<file path="config.mk">
export PLATFORM = sky130hd
export DESIGN_NAME = evm_param
export DESIGN_NICKNAME = d
export VERILOG_FILES = /design/src/rtl/evm_pkg.sv /design/src/rtl/evm_btn_edge.sv /design/src/rtl/evm_param.sv
export SDC_FILE = /design/constraint.sdc
export NUM_CORES = 1
export LEC_CHECK = 0
export CAP_MARGIN = 30
export CORE_UTILIZATION = 47
export DETAILED_ROUTE_END_ITERATION = 8
export PLACE_DENSITY = 0.69
export SLEW_MARGIN = 5
export SYNTH_ARGS = -nofsm -noshare
export SYNTH_HDL_FRONTEND = slang
export SYNTH_SLANG_ARGS = --single-unit
</file>
<file path="constraint.sdc">
create_clock -name clk -period 5 [get_ports clk]
set_input_delay 1 -clock clk [delete_from_list [all_inputs] [get_ports clk]]
set_output_delay 1 -clock clk [all_outputs]
set_load 0.02 [all_outputs]
</file>
<file path="src/rtl/evm_pkg.sv">
// Shared state encoding and default sizing for the electronic voting machine.
package evm_pkg;

  typedef enum logic [1:0] {
    IDLE   = 2'd0,
    OPEN   = 2'd1,
    HOLD   = 2'd2,
    CLOSED = 2'd3
  } state_e;

  localparam int NUM_PARTIES_DEF = 4;
  localparam int CNT_W_DEF       = 8;
  localparam int TOTAL_W_DEF     = 10;

endpackage

</file>
<file path="src/rtl/evm_btn_edge.sv">
// Cast-button rising-edge detector. After reset the button must be seen low
// once before any edge is reported, so a button held through reset casts nothing.
module evm_btn_edge (
  input  logic clk,
  input  logic rst_n,
  input  logic btn,
  output logic rise
);

  logic btn_q;
  logic armed_q;

  always_ff @(posedge clk or negedge rst_n) begin
    if (!rst_n) begin
      btn_q   <= 1'b0;
      armed_q <= 1'b0;
    end else begin
      btn_q <= btn;
      if (!btn) armed_q <= 1'b1;
    end
  end

  assign rise = btn & ~btn_q & armed_q;

endmodule

</file>
<file path="src/rtl/evm_param.sv">
// Parameterised voting machine: session FSM, saturating per-party tallies,
// registered count readout. Define EVM_WINNER_EN to add the winner/tie outputs.
module evm_param
  import evm_pkg::*;
#(
  parameter int NUM_PARTIES = NUM_PARTIES_DEF,
  parameter int CNT_W       = CNT_W_DEF,
  parameter int TOTAL_W     = TOTAL_W_DEF
) (
  input  logic                           clk,
  input  logic                           rst_n,
  input  logic                           start_vote,
  input  logic                           close_vote,
  input  logic                           btn,
  input  logic [NUM_PARTIES-1:0]         vote_input,
  input  logic [$clog2(NUM_PARTIES)-1:0] rd_sel,
  output logic [NUM_PARTIES-1:0]         party_led,
  output logic                           vote_accepted,
  output logic                           invalid_vote,
  output logic [TOTAL_W-1:0]             total_votes,
  output logic [CNT_W-1:0]               rd_count,
  output logic                           closed
`ifdef EVM_WINNER_EN
  ,
  output logic [NUM_PARTIES-1:0]         winner,
  output logic                           tie
`endif
);

  localparam logic [CNT_W-1:0]   CNT_MAX   = '1;
  localparam logic [TOTAL_W-1:0] TOTAL_MAX = '1;

  state_e                   state_q, state_d;
  logic [CNT_W-1:0]         cnt_q [NUM_PARTIES];
  logic [TOTAL_W-1:0]       total_q;
  logic [NUM_PARTIES-1:0]   led_q;
  logic                     acc_q, acc_d;
  logic                     inv_q, inv_d;
  logic [CNT_W-1:0]         rd_q, rd_d;
  logic                     rise;
  logic                     target_full;
  logic                     vote_ok;

  evm_btn_edge u_btn_edge (
    .clk  (clk),
    .rst_n(rst_n),
    .btn  (btn),
    .rise (rise)
  );

  always_comb begin
    target_full = 1'b0;
    for (int i = 0; i < NUM_PARTIES; i++)
      if (vote_input[i] && cnt_q[i] == CNT_MAX) target_full = 1'b1;
  end

  assign vote_ok = ($countones(vote_input) == 1) && !target_full && (total_q != TOTAL_MAX);

  // Close has priority over everything, including a cast in the same cycle.
  always_comb begin
    state_d = state_q;
    acc_d   = 1'b0;
    inv_d   = 1'b0;
    case (state_q)
      IDLE:   if (start_vote) state_d = OPEN;
      OPEN: begin
        if (!start_vote) state_d = IDLE;
        else if (rise) begin
          state_d = HOLD;
          acc_d   = vote_ok;
          inv_d   = !vote_ok;
        end
      end
      HOLD: begin
        if (!start_vote) state_d = IDLE;
        else if (!btn)   state_d = OPEN;
      end
      CLOSED:  state_d = CLOSED;
      default: state_d = IDLE;
    endcase
    if (close_vote && state_q != CLOSED) begin
      state_d = CLOSED;
      acc_d   = 1'b0;
      inv_d   = 1'b0;
    end
  end

  always_comb begin
    rd_d = '0;
    for (int i = 0; i < NUM_PARTIES; i++)
      if (int'(rd_sel) == i) rd_d = cnt_q[i];
  end

  always_ff @(posedge clk or negedge rst_n) begin
    if (!rst_n) begin
      state_q <= IDLE;
      total_q <= '0;
      led_q   <= '0;
      acc_q   <= 1'b0;
      inv_q   <= 1'b0;
      rd_q    <= '0;
      for (int i = 0; i < NUM_PARTIES; i++) cnt_q[i] <= '0;
    end else begin
      state_q <= state_d;
      acc_q   <= acc_d;
      inv_q   <= inv_d;
      rd_q    <= rd_d;
      if (acc_d) begin
        total_q <= total_q + 1'b1;
        led_q   <= vote_input;
      end
      for (int i = 0; i < NUM_PARTIES; i++)
        if (acc_d && vote_input[i]) cnt_q[i] <= cnt_q[i] + 1'b1;
    end
  end

  assign party_led     = led_q;
  assign vote_accepted = acc_q;
  assign invalid_vote  = inv_q;
  assign total_votes   = total_q;
  assign rd_count      = rd_q;
  assign closed        = (state_q == CLOSED);

`ifdef EVM_WINNER_EN
  logic [CNT_W-1:0]       best;
  logic [NUM_PARTIES-1:0] win_d, win_q;
  logic                   tie_d, tie_q;
  logic                   found;

  // Lowest index among the maximum tallies wins; any further match flags a tie.
  always_comb begin
    best  = '0;
    win_d = '0;
    tie_d = 1'b0;
    found = 1'b0;
    for (int i = 0; i < NUM_PARTIES; i++)
      if (cnt_q[i] > best) best = cnt_q[i];
    for (int i = 0; i < NUM_PARTIES; i++) begin
      if (cnt_q[i] == best) begin
        if (found) tie_d = 1'b1;
        else       win_d[i] = 1'b1;
        found = 1'b1;
      end
    end
  end

  always_ff @(posedge clk or negedge rst_n) begin
    if (!rst_n) begin
      win_q <= '0;
      tie_q <= 1'b0;
    end else if (state_q == CLOSED) begin
      win_q <= win_d;
      tie_q <= tie_d;
    end else begin
      win_q <= '0;
      tie_q <= 1'b0;
    end
  end

  assign winner = win_q;
  assign tie    = tie_q;
`endif

endmodule

</file>
## After elaboration in Yosys (flattened, before gate mapping)

Cells that the tools add are included.

- Register bits after elaboration: 60
- Input port bits: 11
- Output and inout port bits: 25
- Logic and storage cells: 78

- $add $sub $neg: 8
- Equality and inequality tests: 16
- Mux-type cells: 23
- Bitwise logic cells: 3
- Reduce and logical (&&, ||, !) cells: 16

Operators with widths:

| cell | number |
|---|---|
| 8-bit by 1-bit adder with 8-bit output (second input constant) | 4 |
| 8-bit equality test (second input constant) | 4 |
| 8-bit 2-to-1 mux | 4 |
| 1-bit 2-to-1 mux | 12 |
| 2-bit 2-to-1 mux | 6 |
| 1-bit logical AND | 11 |
| 10-bit by 1-bit adder with 10-bit output (second input constant) | 1 |
| 10-bit != test (second input constant) | 1 |
| 2-bit equality test (second input constant) | 4 |
| 4-bit != test (second input constant) | 2 |
| 2-bit one-hot mux with 4 select lines | 1 |
| 1-bit by 1-bit adder with 2-bit output | 2 |
| 2-bit by 1-bit equality test with 1-bit output (second input constant) | 2 |
| 2-bit logical NOT | 2 |
| 2-bit by 2-bit adder with 3-bit output | 1 |
| 3-bit by 1-bit equality test with 1-bit output (second input constant) | 1 |
| 3-bit != test (second input constant) | 1 |
| 3-bit AND reduction | 1 |
| 1-bit bitwise AND | 2 |
| 1-bit logical NOT | 2 |
| 2-bit != test (second input constant) | 1 |
| 1-bit inverter | 1 |

## Logic depth before layout (Yosys ltp)

- Word-level depth: 14
- Gate-level depth with buffers: 13
- Gate-level depth less buffers: 11

## Modules after synthesis

A second synthesis with hierarchy kept.

- Cell total of the unflattened synthesis: 232
- Area total of the unflattened synthesis: 2,780.2 um^2

Modules (own cells, without submodules):

| module | instances | cells each | area an instance (um^2) | sequential area each (um^2) |
|---|---|---|---|---|
| evm_param | 1 | 228 | 2,715.1 | 1,451.4 |
| evm_btn_edge | 1 | 4 | 65.1 | 50.0 |

## Least setup slack after synthesis

OpenSTA, ideal clock, no wires.

- Kind: in2reg
- Start: input port vote_input[0]
- End: register total_q[7], in the netlist total_votes[7]
- Setup time: 0.131 ns
- Arrival: 3.570 ns
- Data required time: 4.869 ns
- Path slack: 1.299 ns
- Cell stages on the path: 12
- Path buffers: 1
- Cells stage by stage: inv_1 fa_1 inv_1 ha_1 ha_1 or3b_1 o21bai_4 nor4_2 and2b_1 buf_4 or3b_1 xnor2_1

- Cells in the longest elaborated chain, start to end: 12
- Elaborated cells on any way between the ends: 15
- Those cells by class: 2 x add/sub; 1 x eq/ne; 8 x mux; 4 x reduce/logical

RTL lines:

| what | RTL line | RTL |
|---|---|---|
| from (decl) | evm_param.sv:15 | `input logic [NUM_PARTIES-1:0] vote_input,` |
| parallel branches: the longest is 6 deep, another holds 2-bit by 2-bit adder with 3-bit output | -- |  |
| 1-bit logical AND (*) (2 in a row) | evm_param.sv:57 | `assign vote_ok = ($countones(vote_input) == 1) && !target_full && (total_q != TOTAL_MAX);` |
| 1-bit 2-to-1 mux (*) | evm_param.sv:68 | `else if (rise) begin` |
| 1-bit 2-to-1 mux (*) | evm_param.sv:67 | `if (!start_vote) state_d = IDLE;` |
| 1-bit 2-to-1 mux (*) | evm_param.sv:64 | `case (state_q)` |
| 1-bit 2-to-1 mux (*) | evm_param.sv:81 | `if (close_vote && state_q != CLOSED) begin` |
| to (signal assigned) | evm_param.sv:109 | `total_q <= total_q + 1'b1;` |
| to (decl) | evm_param.sv:35 | `logic [TOTAL_W-1:0] total_q;` |

Every way passes the cells marked *.
A chain may end at the register's enable or synchronous reset.

## Worst setup path after layout

- Start: input port vote_input[1]
- End: register cnt_q[9] (netlist bit)

- Cells in the longest elaborated chain, start to end: 12
- Elaborated cells on any way between the ends: 15
- Those cells by class: 2 x add/sub; 1 x eq/ne; 7 x mux; 5 x reduce/logical

RTL lines:

| what | RTL line | RTL |
|---|---|---|
| parallel branches: the longest is 5 deep, another holds 2-bit by 2-bit adder with 3-bit output | -- |  |
| 1-bit logical AND (*) (2 in a row) | evm_param.sv:57 |  |
| 1-bit 2-to-1 mux (*) | evm_param.sv:68 |  |
| 1-bit 2-to-1 mux (*) | evm_param.sv:67 |  |
| 1-bit 2-to-1 mux (*) | evm_param.sv:64 |  |
| 1-bit 2-to-1 mux (*) | evm_param.sv:81 |  |
| 1-bit logical AND (*) | evm_param.sv:113 | `if (acc_d && vote_input[i]) cnt_q[i] <= cnt_q[i] + 1'b1;` |
| to (signal, indexed assignment) | evm_param.sv:113 |  |
| to (decl) | evm_param.sv:34 | `logic [CNT_W-1:0] cnt_q [NUM_PARTIES];` |

Marked as above.

==> metrics.md <==
| Metric | Value |
|---|---|
| Status | `finished clean` |
| Yosys reg bits | `60` |
| Layout Cells excl Fill | `353` |
| Final hold vios | `0` |
| Final worst path period share | `0.857` |
| Starting density of the core | `0.500` |
| Worst path cell trace | `clkdlybuf4s50_1 > inv_1 > fa_1 > inv_1 > ha_1 > ha_1 > or3b_1 > o21bai_4 > nor4_2 > and2b_1 > buf_12 > nand2_2 > mux2_4` |
| Top-level port count | `36` |
| Top_reg_cell synth | `dfrtp_1` |
| Placed Cells | `337` |
| Post-synth EDFFs | `0` |
| P_int | `0.734 mW` |
| Vias per Instance | `5.46` |
| Setup ws final | `0.716 ns` |
| Post-placement worst setup slack | `0.366 ns` |
| Flop pwr share | `0.519` |
| Slew HR | `0.498` |
| R2R Path End | `cnt_q[9]$_DFFE_PN0P_` |
| Cell area after layout | `3430 um^2` |
| Largest family of logic cells by synthesized area | `simple AND/OR/NAND/NOR gates` |
| WL final | `5420 um` |
| Total congestion overflow | `0` |
| Core Box Area | `5640 um^2` |
| Share of layout cells above drive strength 1 | `0.128` |
| Average wire per standard cell | `15.3 um` |
| Proportion of synthesized area in mux cells | `0.0864` |
| Clk buf depth | `2` |
| RSZ-0062 raised after global routing | `false` |
| Switching share of power | `0.220` |
| Std-Cell Rows | `27` |
| Least-Margin Pin Slew | `0.752 ns` |
| DRC viols | `0` |
| Clk Latency, worst-skew pair | `0.33 ns` |
| Dpl hpwl | `3920 um` |
| Worst Hold Class | `reg2reg` |
| Worst endpoint required time | `5.22 ns` |
| Leakage | `1.50 nW` |
| CTS Hold Bufs | `0` |
| Clk slew on worst S/H paths | `0.06 ns` |
| Crit. End Element | `register` |
| Diodes inserted | `0` |
| Ranking of synthesized cells by area | `dfrtp_1 53%, xnor2_1 11%, mux4_2 6.4%, nand4_1 4.4%, ha_1 3.1%` |
| Worst path slowest cell | `clkdlybuf4s50_1` |
| Die Y | `79.5 um` |
| Final ANT Viol Nets | `0` |
| # clock sinks | `60` |
| Setup violators final | `0` |
| CTS Buf Count | `9` |
| Avg Inst Size Synth | `12.1 um^2` |
| Combinational Power Share | `0.046` |
| Power density cells | `274 nW/um^2` |
| Placer Congestion | `0.811` |
| Post-synthesis adder-cell area fraction | `0.0381` |
| Initial DRT Pass Iterations | `4` |
| Share of the synthesized area in the top cell type | `0.532` |
| H-tree levels | `3` |
| Initial antenna violation count | `0` |
| Crit path buffers/inverters | `4` |
| Post-synth top cells | `60 x dfrtp_1, 34 x xnor2_1, 20 x nand4_1, 14 x nand2_1, 14 x nand3_1` |
| Vias in the first global route | `1899` |
| GRT Total Usage | `0.201` |
| Hold EP | `u_btn_edge.armed_q$_DFFE_PN0N_` |
| Worst Path Max Fanout | `26` |
| DR vias | `1927` |
| Crit path DAT | `4.50 ns` |
| Cells after Synth | `234` |
| Worst VDD drop | `0.185 mV` |
| Fin. max-slew vios | `0` |
| Largest area contributor in the netlist | `dfrtp_1` |
| Violation count after the first detailed-routing iteration | `128` |
| Synth warnings | `0` |
| Synth cell types | `37` |
| CP Class | `in2reg` |
| Worst reg-to-reg setup slack | `2.54 ns` |
| Synth Cell Area | `2820 um^2` |
| CP startpoint kind | `input pin` |
| Hold Startpoint | `u_btn_edge.armed_q$_DFFE_PN0N_` |
| CTS tree | `yes` |
| Root buf cell | `clkbuf_8` |
| Synth Area in XOR/XNOR | `0.115` |
| Min Tclk post-route | `4.28 ns` |
| Clock skew | `0.00532 ns` |
| Critical Path Stages | `13` |
| Hold Crit Depth | `1` |
| F_max | `233 MHz` |
| # Post-CTS Setup Buffers | `0` |
| Worst reg2reg path startpoint | `cnt_q[0]$_DFFE_PN0P_` |
| P&R area growth vs syn | `21.6%` |
| Die W | `79.5 um` |
| Global-route wire length before repair | `9300 um` |
| Post-synthesis compound-gate area fraction | `0.0297` |
| Syn Nets | `253` |
| Placed cell areas | `3250 um^2` |
| Crit-path leading delay family | `simple AND/OR/NAND/NOR gates` |
| R2r worst-path depth | `8` |
| Ys async rst share | `1.00` |
| Max stage delay on crit path | `0.57 ns` |
| Top-count cell post-synth | `dfrtp_1` |
| Synth Area in Simple Gates | `0.172` |
| Post-layout nets | `295` |
| Total of max-cap violations | `0` |
| Register area share after synthesis | `0.532` |
| Clock power frac | `0.436` |
| IO Port Bufs | `35` |
| CTS-repair resized insts | `0` |
| Net Sw Power | `0.207 mW` |
| Sum Neg Setup Slack | `0 ns` |
| Die area | `6320 um^2` |
| Pin count of the biggest net entering global routing | `61` |
[worst max-delay path by stage]
| stage | start | to | slack (ns) |
|---|---|---|---|
| 2_1_floorplan | vote_input[0] | total_votes[7]$_DFFE_PN0P_ | 1.30 |
| 3_3_place_gp | vote_input[0] | cnt_q[9]$_DFFE_PN0P_ | 0.48 |
| 3_5_place_dp | vote_input[1] | cnt_q[9]$_DFFE_PN0P_ | 0.37 |
| 4_1_cts | vote_input[1] | cnt_q[17]$_DFFE_PN0P_ | 0.73 |
| 5_1_grt | vote_input[1] | cnt_q[25]$_DFFE_PN0P_ | 0.55 |
| 6_report | vote_input[1] | cnt_q[9]$_DFFE_PN0P_ | 0.72 |
[power groups by stage]
| stage | Sequential, mW | Clock [mW] | Combinational, mW |
|---|---|---|---|
| 2_1_floorplan | 0.498 | 0 | 0.0179 |
| 3_3_place_gp | 0.497 | 0 | 0.0426 |
| 6_report | 0.488 | 0.410 | 0.0429 |
| 4_1_cts | 0.488 | 0.422 | 0.0440 |
| 3_5_place_dp | 0.497 | 0 | 0.0441 |
| 5_1_grt | 0.488 | 0.449 | 0.0483 |
[cell families after synthesis]
family	after synthesis
flops	60
xor+xnor	37
simple gates	87
fa+ha+maj	8
compound gates	12
mux	13
buf+inv	17
[layer usage]
layer	vias to the layer above	GRT usage	wire length, um
li1	914	-	-
met2	45	0.297	2580
met5	-	0	0
met1	959	0.276	2550
met4	0	0.102	113
met3	9	0.0457	179
[final cells by class]
cell class	instances	area (um^2)
inverter	11	41.3
clock buffer	11	131
fill	460	2210
tap	72	90.1
sequential	60	1500
multi-input combinational	157	1240
timing repair buffer	37	373
clock inverter	5	52.6
[stage by stage]
stage / hold slack [ns] / util / power (mW)
floorplan: 0.451 / - / 0.516
detailed placement: 0.482 / 0.576 / 0.541
finish: 0.494 / 0.609 / 0.941
global placement: 0.474 / 0.576 / 0.540
global route: 0.513 / 0.609 / 0.985
CTS: 0.502 / 0.609 / 0.954
[flip-flops by register name (all words and copies together) (netlist names), 2 cells and up]
signal,cells
cnt_q,32
total_votes,10
rd_count,8
party_led,4
state_q,2
[layout by cell type, fill, tap and decap left out, drive strengths merged, types with 7 or more instances in the layout]
cell type / n
o21ai: 7
inv: 11
dfrtp: 60
nand4: 20
nand3: 14
nand2: 16
mux4: 8
clkbuf: 11
clkdlybuf4s50: 34
ha: 7
xnor2: 34
nor2: 9
No activity file was read; power rests on OpenSTA's default activity.
